--- src/rtl/typedefs.sv ---
// ---------------------------------------------------------------------------
// typedefs
//
// Shared constants and types for the CPU datapath and its output port.
//   BIT_SIZE         - width of a datapath word
//   TX_CLKS_PER_BIT  - default serial bit period, in clock cycles
//   tx_state_t       - frame state of the serial transmitter
//   cnt_width()      - register width needed to count 0..n-1 (at least 1 bit)
// ---------------------------------------------------------------------------
package typedefs;

    localparam int BIT_SIZE        = 8;
    localparam int TX_CLKS_PER_BIT = 4;

    typedef enum logic [1:0] {
        IDLE  = 2'd0,
        START = 2'd1,
        DATA  = 2'd2,
        STOP  = 2'd3
    } tx_state_t;

    // $clog2(1) is 0, which would give a zero-width counter.
    function automatic int cnt_width(input int n);
        return (n > 1) ? $clog2(n) : 1;
    endfunction

endpackage

--- src/rtl/bit_timer.sv ---
// ---------------------------------------------------------------------------
// bit_timer
//
// Baud counter for the serial transmitter. Counts 0..CLKS_PER_BIT-1 while
// enabled and wraps; tick is high during the last cycle of each bit period,
// so logic sampling tick on the rising edge advances exactly once per bit.
//
// Ports:
//   clock    in   single clock, rising edge
//   aresetn  in   asynchronous active-low reset
//   enable   in   count this cycle
//   clear    in   synchronous clear to 0 (wins over enable)
//   tick     out  terminal-count pulse (enable && count == CLKS_PER_BIT-1)
// ---------------------------------------------------------------------------
module bit_timer #(
    parameter int CLKS_PER_BIT = typedefs::TX_CLKS_PER_BIT
) (
    input  logic clock,
    input  logic aresetn,
    input  logic enable,
    input  logic clear,
    output logic tick
);
    import typedefs::*;

    localparam int            CW   = cnt_width(CLKS_PER_BIT);
    localparam logic [CW-1:0] LAST = CW'(CLKS_PER_BIT - 1);

    logic [CW-1:0] count;

    // With CLKS_PER_BIT == 1 the counter is stuck at 0 == LAST, so every
    // enabled cycle is a terminal count.
    assign tick = enable && (count == LAST);

    // NOTE: registers are written with <= so every flop samples the values
    // from before the edge; blocking writes here would create ordering races.
    always_ff @(posedge clock or negedge aresetn) begin
        if (!aresetn) begin
            count <= '0;
        end else if (clear) begin
            count <= '0;
        end else if (enable) begin
            count <= tick ? '0 : count + 1'b1;
        end
    end

endmodule

--- src/rtl/serial_tx.sv ---
// ---------------------------------------------------------------------------
// serial_tx
//
// Parallel-in, serial-out transmitter on the CPU output port. A word is
// captured on the edge where load && ready, then sent LSB first framed by
// one start bit (0) and one stop bit (1); each bit lasts CLKS_PER_BIT cycles.
//
// Ports:
//   clock    in   single clock, rising edge
//   aresetn  in   asynchronous active-low reset; aborts any frame
//   data     in   [BIT_SIZE] word to send, sampled only on the accepting edge
//   load     in   transmit request; ignored (not queued) while ready is low
//   ready    out  high in IDLE: a load will be accepted on the next edge
//   busy     out  !ready: a frame is in progress
//   txd      out  registered serial line, idles high
//   done     out  one-cycle pulse in the first IDLE cycle after the stop bit
// ---------------------------------------------------------------------------
module serial_tx #(
    parameter int BIT_SIZE     = typedefs::BIT_SIZE,
    parameter int CLKS_PER_BIT = typedefs::TX_CLKS_PER_BIT
) (
    input  logic                clock,
    input  logic                aresetn,
    input  logic [BIT_SIZE-1:0] data,
    input  logic                load,
    output logic                ready,
    output logic                busy,
    output logic                txd,
    output logic                done
);
    import typedefs::*;

    localparam int            BW       = cnt_width(BIT_SIZE);
    localparam logic [BW-1:0] LAST_BIT = BW'(BIT_SIZE - 1);

    tx_state_t           state;
    tx_state_t           next_state;
    logic [BIT_SIZE-1:0] shift_reg;
    logic [BIT_SIZE-1:0] shift_next;
    logic [BW-1:0]       bit_cnt;
    logic [BW-1:0]       bit_next;
    logic                txd_next;
    logic                done_next;
    logic                tick;
    logic                idle;
    logic                accept;

    assign idle   = (state == IDLE);
    assign accept = load && idle;

    // ready/busy decode the state register only, so they move on the
    // accepting edge and have no combinational path from load.
    assign ready = idle;
    assign busy  = !idle;

    // Held cleared while idle so every frame starts at a bit boundary on
    // the accepting edge.
    bit_timer #(
        .CLKS_PER_BIT(CLKS_PER_BIT)
    ) u_bit_timer (
        .clock  (clock),
        .aresetn(aresetn),
        .enable (!idle),
        .clear  (idle),
        .tick   (tick)
    );

    // ------------------------------------------------------------------
    // State register
    // ------------------------------------------------------------------
    always_ff @(posedge clock or negedge aresetn) begin
        if (!aresetn) begin
            state <= IDLE;
        end else begin
            state <= next_state;
        end
    end

    // ------------------------------------------------------------------
    // Next-state logic
    // ------------------------------------------------------------------
    always_comb begin
        next_state = state;
        unique case (state)
            IDLE:    if (load)                          next_state = START;
            START:   if (tick)                          next_state = DATA;
            DATA:    if (tick && (bit_cnt == LAST_BIT)) next_state = STOP;
            STOP:    if (tick)                          next_state = IDLE;
            default:                                    next_state = IDLE;
        endcase
    end

    // ------------------------------------------------------------------
    // Output / datapath next values
    // ------------------------------------------------------------------
    // NOTE: every signal assigned here gets a default on the first lines;
    // a path that left one unassigned would infer a latch.
    always_comb begin
        shift_next = shift_reg;
        bit_next   = bit_cnt;
        txd_next   = 1'b1;
        done_next  = (state == STOP) && tick;

        if (accept) begin
            shift_next = data;
        end

        // The current bit always sits in shift_reg[0]. Shift only between
        // data bits; the last bit is left in place as the frame moves on.
        if ((state == DATA) && tick) begin
            if (bit_cnt == LAST_BIT) begin
                bit_next = '0;
            end else begin
                bit_next   = bit_cnt + 1'b1;
                shift_next = shift_reg >> 1;
            end
        end

        // txd is registered from the level of the state being entered, so
        // the line changes on the same edge as the state.
        unique case (next_state)
            START:   txd_next = 1'b0;
            DATA:    txd_next = shift_next[0];
            default: txd_next = 1'b1;
        endcase
    end

    // ------------------------------------------------------------------
    // Datapath and output registers
    // ------------------------------------------------------------------
    // NOTE: the shift register is reset along with the control state so an
    // aborted frame leaves no trace of the captured word.
    always_ff @(posedge clock or negedge aresetn) begin
        if (!aresetn) begin
            shift_reg <= '0;
            bit_cnt   <= '0;
            txd       <= 1'b1;
            done      <= 1'b0;
        end else begin
            shift_reg <= shift_next;
            bit_cnt   <= bit_next;
            txd       <= txd_next;
            done      <= done_next;
        end
    end

endmodule
--- config.mk ---
export PLATFORM = sky130hd
export DESIGN_NAME = serial_tx
export DESIGN_NICKNAME = d
export VERILOG_FILES = /design/src/rtl/typedefs.sv /design/src/rtl/bit_timer.sv /design/src/rtl/serial_tx.sv
export SDC_FILE = /design/constraint.sdc
export NUM_CORES = 1
export LEC_CHECK = 0
export CORE_MARGIN = 2
export CORE_UTILIZATION = 40
export CTS_CLUSTER_DIAMETER = 200
export CTS_CLUSTER_SIZE = 12
export DETAILED_ROUTE_END_ITERATION = 8
export PLACE_DENSITY_LB_ADDON = 0.2
export SLEW_MARGIN = 10
export SYNTH_ARGS = -nofsm -noshare
export SYNTH_HDL_FRONTEND = slang
export SYNTH_SLANG_ARGS = --single-unit
--- constraint.sdc ---
create_clock -name clock -period 3.72 [get_ports clock]
set_input_delay 0.558 -clock clock [delete_from_list [all_inputs] [get_ports clock]]
set_output_delay 0.558 -clock clock [all_outputs]
set_load 0.1 [all_outputs]
**Word-level counts from Yosys, hierarchy flattened**

Index checks and enable logic that the tools add are counted.

- Register bits: 17

- Equality and inequality tests: 7
- Mux-type cells: 12
- $add $sub $neg: 2
- Reductions and logical operators: 7

Operators by type and width:

| operator | count |
|---|---|
| 8-bit two-way mux | 3 |
| 2-bit two-way mux | 6 |
| 2-bit equality test, second input constant | 4 |
| 2-bit case mux with 4 select lines | 1 |
| 1-bit logical AND | 5 |
| 2-bit by 1-bit equality test with 1-bit output, second input constant | 2 |
| 3-bit by 1-bit adder with 3-bit output, second input constant | 1 |
| 3-bit equality test, second input constant | 1 |
| 3-bit two-way mux | 1 |
| 2-bit by 1-bit adder with 2-bit output, second input constant | 1 |
| 2-bit logical NOT | 1 |
| 1-bit case mux with 2 select lines | 1 |
| 1-bit logical NOT | 1 |

**Depth between registers and ports, before layout**

- Word-level depth: 8
- Mapped depth: 6
- Mapped depth without buffers: 5

**By module**

Synthesis repeated with hierarchy kept, for this count alone.

- Cell total of the unflattened synthesis: 82
- Area total of the unflattened synthesis: 852.1 um2

By module, submodules not included:

| module | instances | area each (um2) | cells each |
|---|---|---|---|
| serial_tx | 1 | 745.7 | 73 |
| bit_timer | 1 | 106.4 | 9 |

**Least setup slack after synthesis**

Ideal clock, no wire load.

- Path kind: reg2out
- Start point: reg state[1]
- End point: out busy
- Required time: 3,162 ps
- Data arrival time: 2,814 ps
- Buffers on the path: 1
- Cell stages (with the launch flop): 4
- Setup slack: 348 ps
- Cells stage by stage: dfrtp_1 > buf_6 > nor2_1 > inv_1

- Cells in the longest elaborated chain, start to end: 2

Ends and longest elaborated chain:

| item | RTL line | text |
|---|---|---|
| from (decl) | serial_tx.sv:36 | `tx_state_t state;` |
| from (signal assigned) | serial_tx.sv:75 | `state <= next_state;` |
| 2-bit logical NOT | serial_tx.sv:48 | `assign idle = (state == IDLE);` |
| net ready | serial_tx.sv:26 | `output logic ready,` |
| 1-bit logical NOT | serial_tx.sv:54 | `assign busy = !idle;` |
| to (decl) | serial_tx.sv:27 | `output logic busy,` |

The timed path passes the listed nets, and every way through them passes these cells.

**Worst setup path in the final report**

- Start point: reg txd
- End point: out txd

RTL lines:

| item | RTL line | text |
|---|---|---|
| from (decl) | serial_tx.sv:28 | `output logic txd,` |
| from (signal assigned) | serial_tx.sv:142 | `txd <= txd_next;` |

No word-level cell between the ends.

==> impl_summary.log <==
INFO  metric power.density = 805 nW/um^2
INFO  metric finalInstanceArea = 985 um^2
INFO  metric placementRows = 16
INFO  metric drtPass1Iterations = 4
INFO  metric critical_path.startpoint_type = flip-flop
INFO  metric clock_tree.htree_level_count = 1
INFO  metric number_of_antenna_violations_at_the_first_check_in_global_routing = 0
INFO  metric numPortBuffers = 14
INFO  metric area_occupied_by_registers = 427 um^2
INFO  metric share_of_layout_cells_above_drive_strength_1 = 11.7%
INFO  metric worstPathBufferInverterCount = 1
INFO  metric setup.worst_path.end_class = output pin
INFO  metric switching_fraction = 44.3%
INFO  metric crit_arrival = 1.92 ns
INFO  metric drc = 0
INFO  metric worstPathMaxFanout = 1
INFO  metric slew_viols_final = 0
INFO  metric critPathCapture = txd
INFO  metric clockBufferDepth = 2
INFO  metric cts_tree = yes
INFO  metric place_ws = 1.55 ns
INFO  metric ys_warn_count = 0
INFO  metric timing.final.setup_violations = 0
INFO  metric floorplan.die.width = 49.6 um
INFO  metric wire_length_of_the_first_global_routing_pass = between 2000 and 2500 um
INFO  metric post_dp_cell_area = 957 um^2
INFO  metric fin_crit_sh = 66.5%
INFO  metric dp.final_hpwl = 985 um
INFO  metric synth-async-reset-ratio = 100%
INFO  metric via_count_of_the_first_global_routing_pass = roughly 530
INFO  metric post-route-worst-setup-slack = 1.25 ns
INFO  metric drt-wirelength-per-cell = approximately 11 um
INFO  metric postRouteWirelength = 1380 um
INFO  metric tns = 0 ns
INFO  metric p_seq_share = approximately 44%
INFO  metric core_area = 1960 um^2
INFO  metric criticalPathCategory = flip-flop to output pin
INFO  metric gate_power_share = 43.8%
INFO  metric detailroute.via_count = just under 600
INFO  metric initial_util = 42.4%
INFO  metric maxClockFrequency = between 400 and 500 MHz
INFO  metric cp.depth = 1
INFO  metric total_switching_power = 351 uW
INFO  metric gp_congestion = 0.656
INFO  metric cts_made_buffers = 3
INFO  metric diodes = 0
INFO  metric slew_headroom = 35.9%
INFO  metric clk_transition_reported_paths = 0.09 ns
INFO  metric ant_nets = 0
INFO  metric multiInputGateArea = 358 um^2
INFO  metric first_iter_violations = 9
INFO  metric worstMarginPinSlew = 0.959 ns
INFO  metric cp_cell_sequence = clkdlybuf4s50_1
INFO  metric syn_nets = 95
INFO  metric outcome = completed
INFO  metric synth_seq_cells = 17
INFO  metric max_cap_violations = 0
INFO  metric cp-startpoint = txd
INFO  metric timing_hold_violations_final = 0
INFO  metric maximum_number_of_pins_on_one_net_before_global_route_repair = 18
INFO  metric holdBufCountCts = 0
INFO  metric ys_dominant_reg_cell = sky130_fd_sc_hd__dfrtp_1
INFO  metric postLayoutCoreUtil = 50.2%
INFO  metric synth_edf_count = 0
INFO  metric timing.critical_path.slowest_cell_delay = 1.12 ns
INFO  metric vias_per_cell = 4.89
INFO  metric synth.yosys.seq_area_share = 51.3%
INFO  metric end_of_the_worst_register_to_register_path = shift_reg[0]
INFO  metric die_height = about 50 um
INFO  metric ios = 15
INFO  metric number_of_buffers_inserted_by_post_cts_setup_repair = 0
INFO  metric cell_internal_pwr = around 440 uW
INFO  metric cell_count_of_the_worst_reg_to_reg_path = 5
INFO  metric synthToLayoutAreaGrowth = 18.3%
INFO  metric r2r_setup_slack = 2.14 ns
INFO  metric grt_setup_unrepaired = no
INFO  metric clkPwrFrac = 12.1%
INFO  metric synth.lib_cells_used.distinct = 27
INFO  metric min_period = 2.47 ns
INFO  metric worstSkewPairLatency = 0.28 ns
INFO  metric ctsRootBufferMaster = sky130_fd_sc_hd__clkbuf_4
INFO  metric clock-sinks = 17
INFO  metric clock-skew-final = about 0.011 ns
INFO  metric cellLeakagePower = ~0.00044 uW
INFO  metric post_cts_gate_resize_count = 0
INFO  metric grt_util_overall = 12.9%
INFO  metric reg2reg_from = bit_cnt[0]
INFO  metric worst_ir_drop_vdd = between 500 and 600 uV
INFO  metric grt_overflow = 0
INFO  metric floorplan.die_area = 2460 um^2
INFO  metric synth.cell_area = about 830 um^2
INFO  metric layout.cells.most_common_list = sky130_fd_sc_hd__nand2_1, sky130_fd_sc_hd__dfrtp_1, sky130_fd_sc_hd__clkdlybuf4s50_1, sky130_fd_sc_hd__nor2_1, sky130_fd_sc_hd__a31oi_1
INFO  metric design.final.nets = ~110
INFO  metric critical_path.top_delay_family = buffers and inverters
INFO  metric required = around 3.2 ns
INFO  metric worstHoldPathType = flip-flop to flip-flop
INFO  metric crit_slowest_cell = sky130_fd_sc_hd__clkdlybuf4s50_1
INFO  metric filler_cell_count = 224
INFO  metric mostFrequentLayoutCell = sky130_fd_sc_hd__nand2_1
INFO  metric max_ffs_per_register = 8
INFO  metric syn-instance-count = between 80 and 90
INFO  metric synth_area_per_cell = 10.3 um^2
-- layer usage --
layer	share of wire, %	vias to the layer above	global-route usage [%]
met2	47	10	18.4
met5	0	-	0
li1	-	300	-
met1	48	282	18.9
met3	5.2	0	3.33
met4	0	0	4.17
-- synth_stat cells, types with 3 or more instances --
cell type,n,area (um^2)
sky130_fd_sc_hd__nand2_1,19,71.3
sky130_fd_sc_hd__dfrtp_1,16,400
sky130_fd_sc_hd__nor2_1,10,37.5
sky130_fd_sc_hd__a31oi_1,7,43.8
sky130_fd_sc_hd__buf_6,3,33.8
sky130_fd_sc_hd__ha_1,3,37.5
sky130_fd_sc_hd__nor3_1,3,15.0
-- cell type report --
| type | count | area share (%) |
|---|---|---|
| clock buffer | 3 | 2.29 |
| clock inverter | 1 | 0.508 |
| inverter | 1 | 0.381 |
| multi-input combinational | 58 | 36.3 |
| sequential | 17 | 43.3 |
| tap | 27 | 3.43 |
| timing repair buffer | 14 | 13.7 |
-- power by group through the flow --
stage                     Sequential [uW]  Combinational, uW  Clock (uW)
final                                 350                347        95.8
after global routing                  364                385         110
after floorplan                       376                270           0
after detailed placement              353                352           0
after CTS                             350                353        99.9
after global placement                348                342           0
-- worst min-delay path by stage --
| stage | startpoint | end | slack [ns] | cells past startpoint |
|---|---|---|---|---|
| after floorplan | aresetn | bit_cnt[0] | 0.26 | 0 |
| after global placement | u_bit_timer.count[0] | u_bit_timer.count[0] | 0.43 | 1 |
| after detailed placement | u_bit_timer.count[0] | u_bit_timer.count[0] | 0.44 | 1 |
| after CTS | u_bit_timer.count[0] | u_bit_timer.count[0] | 0.45 | 1 |
| after global routing | u_bit_timer.count[0] | u_bit_timer.count[0] | 0.48 | 1 |
| final | u_bit_timer.count[0] | u_bit_timer.count[0] | 0.44 | 1 |
-- cells by family after synthesis --
family | count (synthesis) | share of synthesized area (%)
AOI/OAI and AO/OA | 13 | 10.2
xor gates and xnor gates | 1 | 1.05
adders and majority gates | 3 | 4.51
buffers and inverters | 6 | 5.71
DFF | 17 | 51.3
muxes | 1 | 1.35
and+or+nand+nor | 40 | 25.9
-- per-stage QoR --
step           cells  hold slack [ns]  total power [uW]
6_report         121            0.443               793
5_1_grt          121            0.477               860
4_1_cts          121            0.448               803
3_5_place_dp     117            0.435               705
3_3_place_gp     117            0.426               690
2_1_floorplan     81            0.262               646
(Power assumes the default switching activity.)
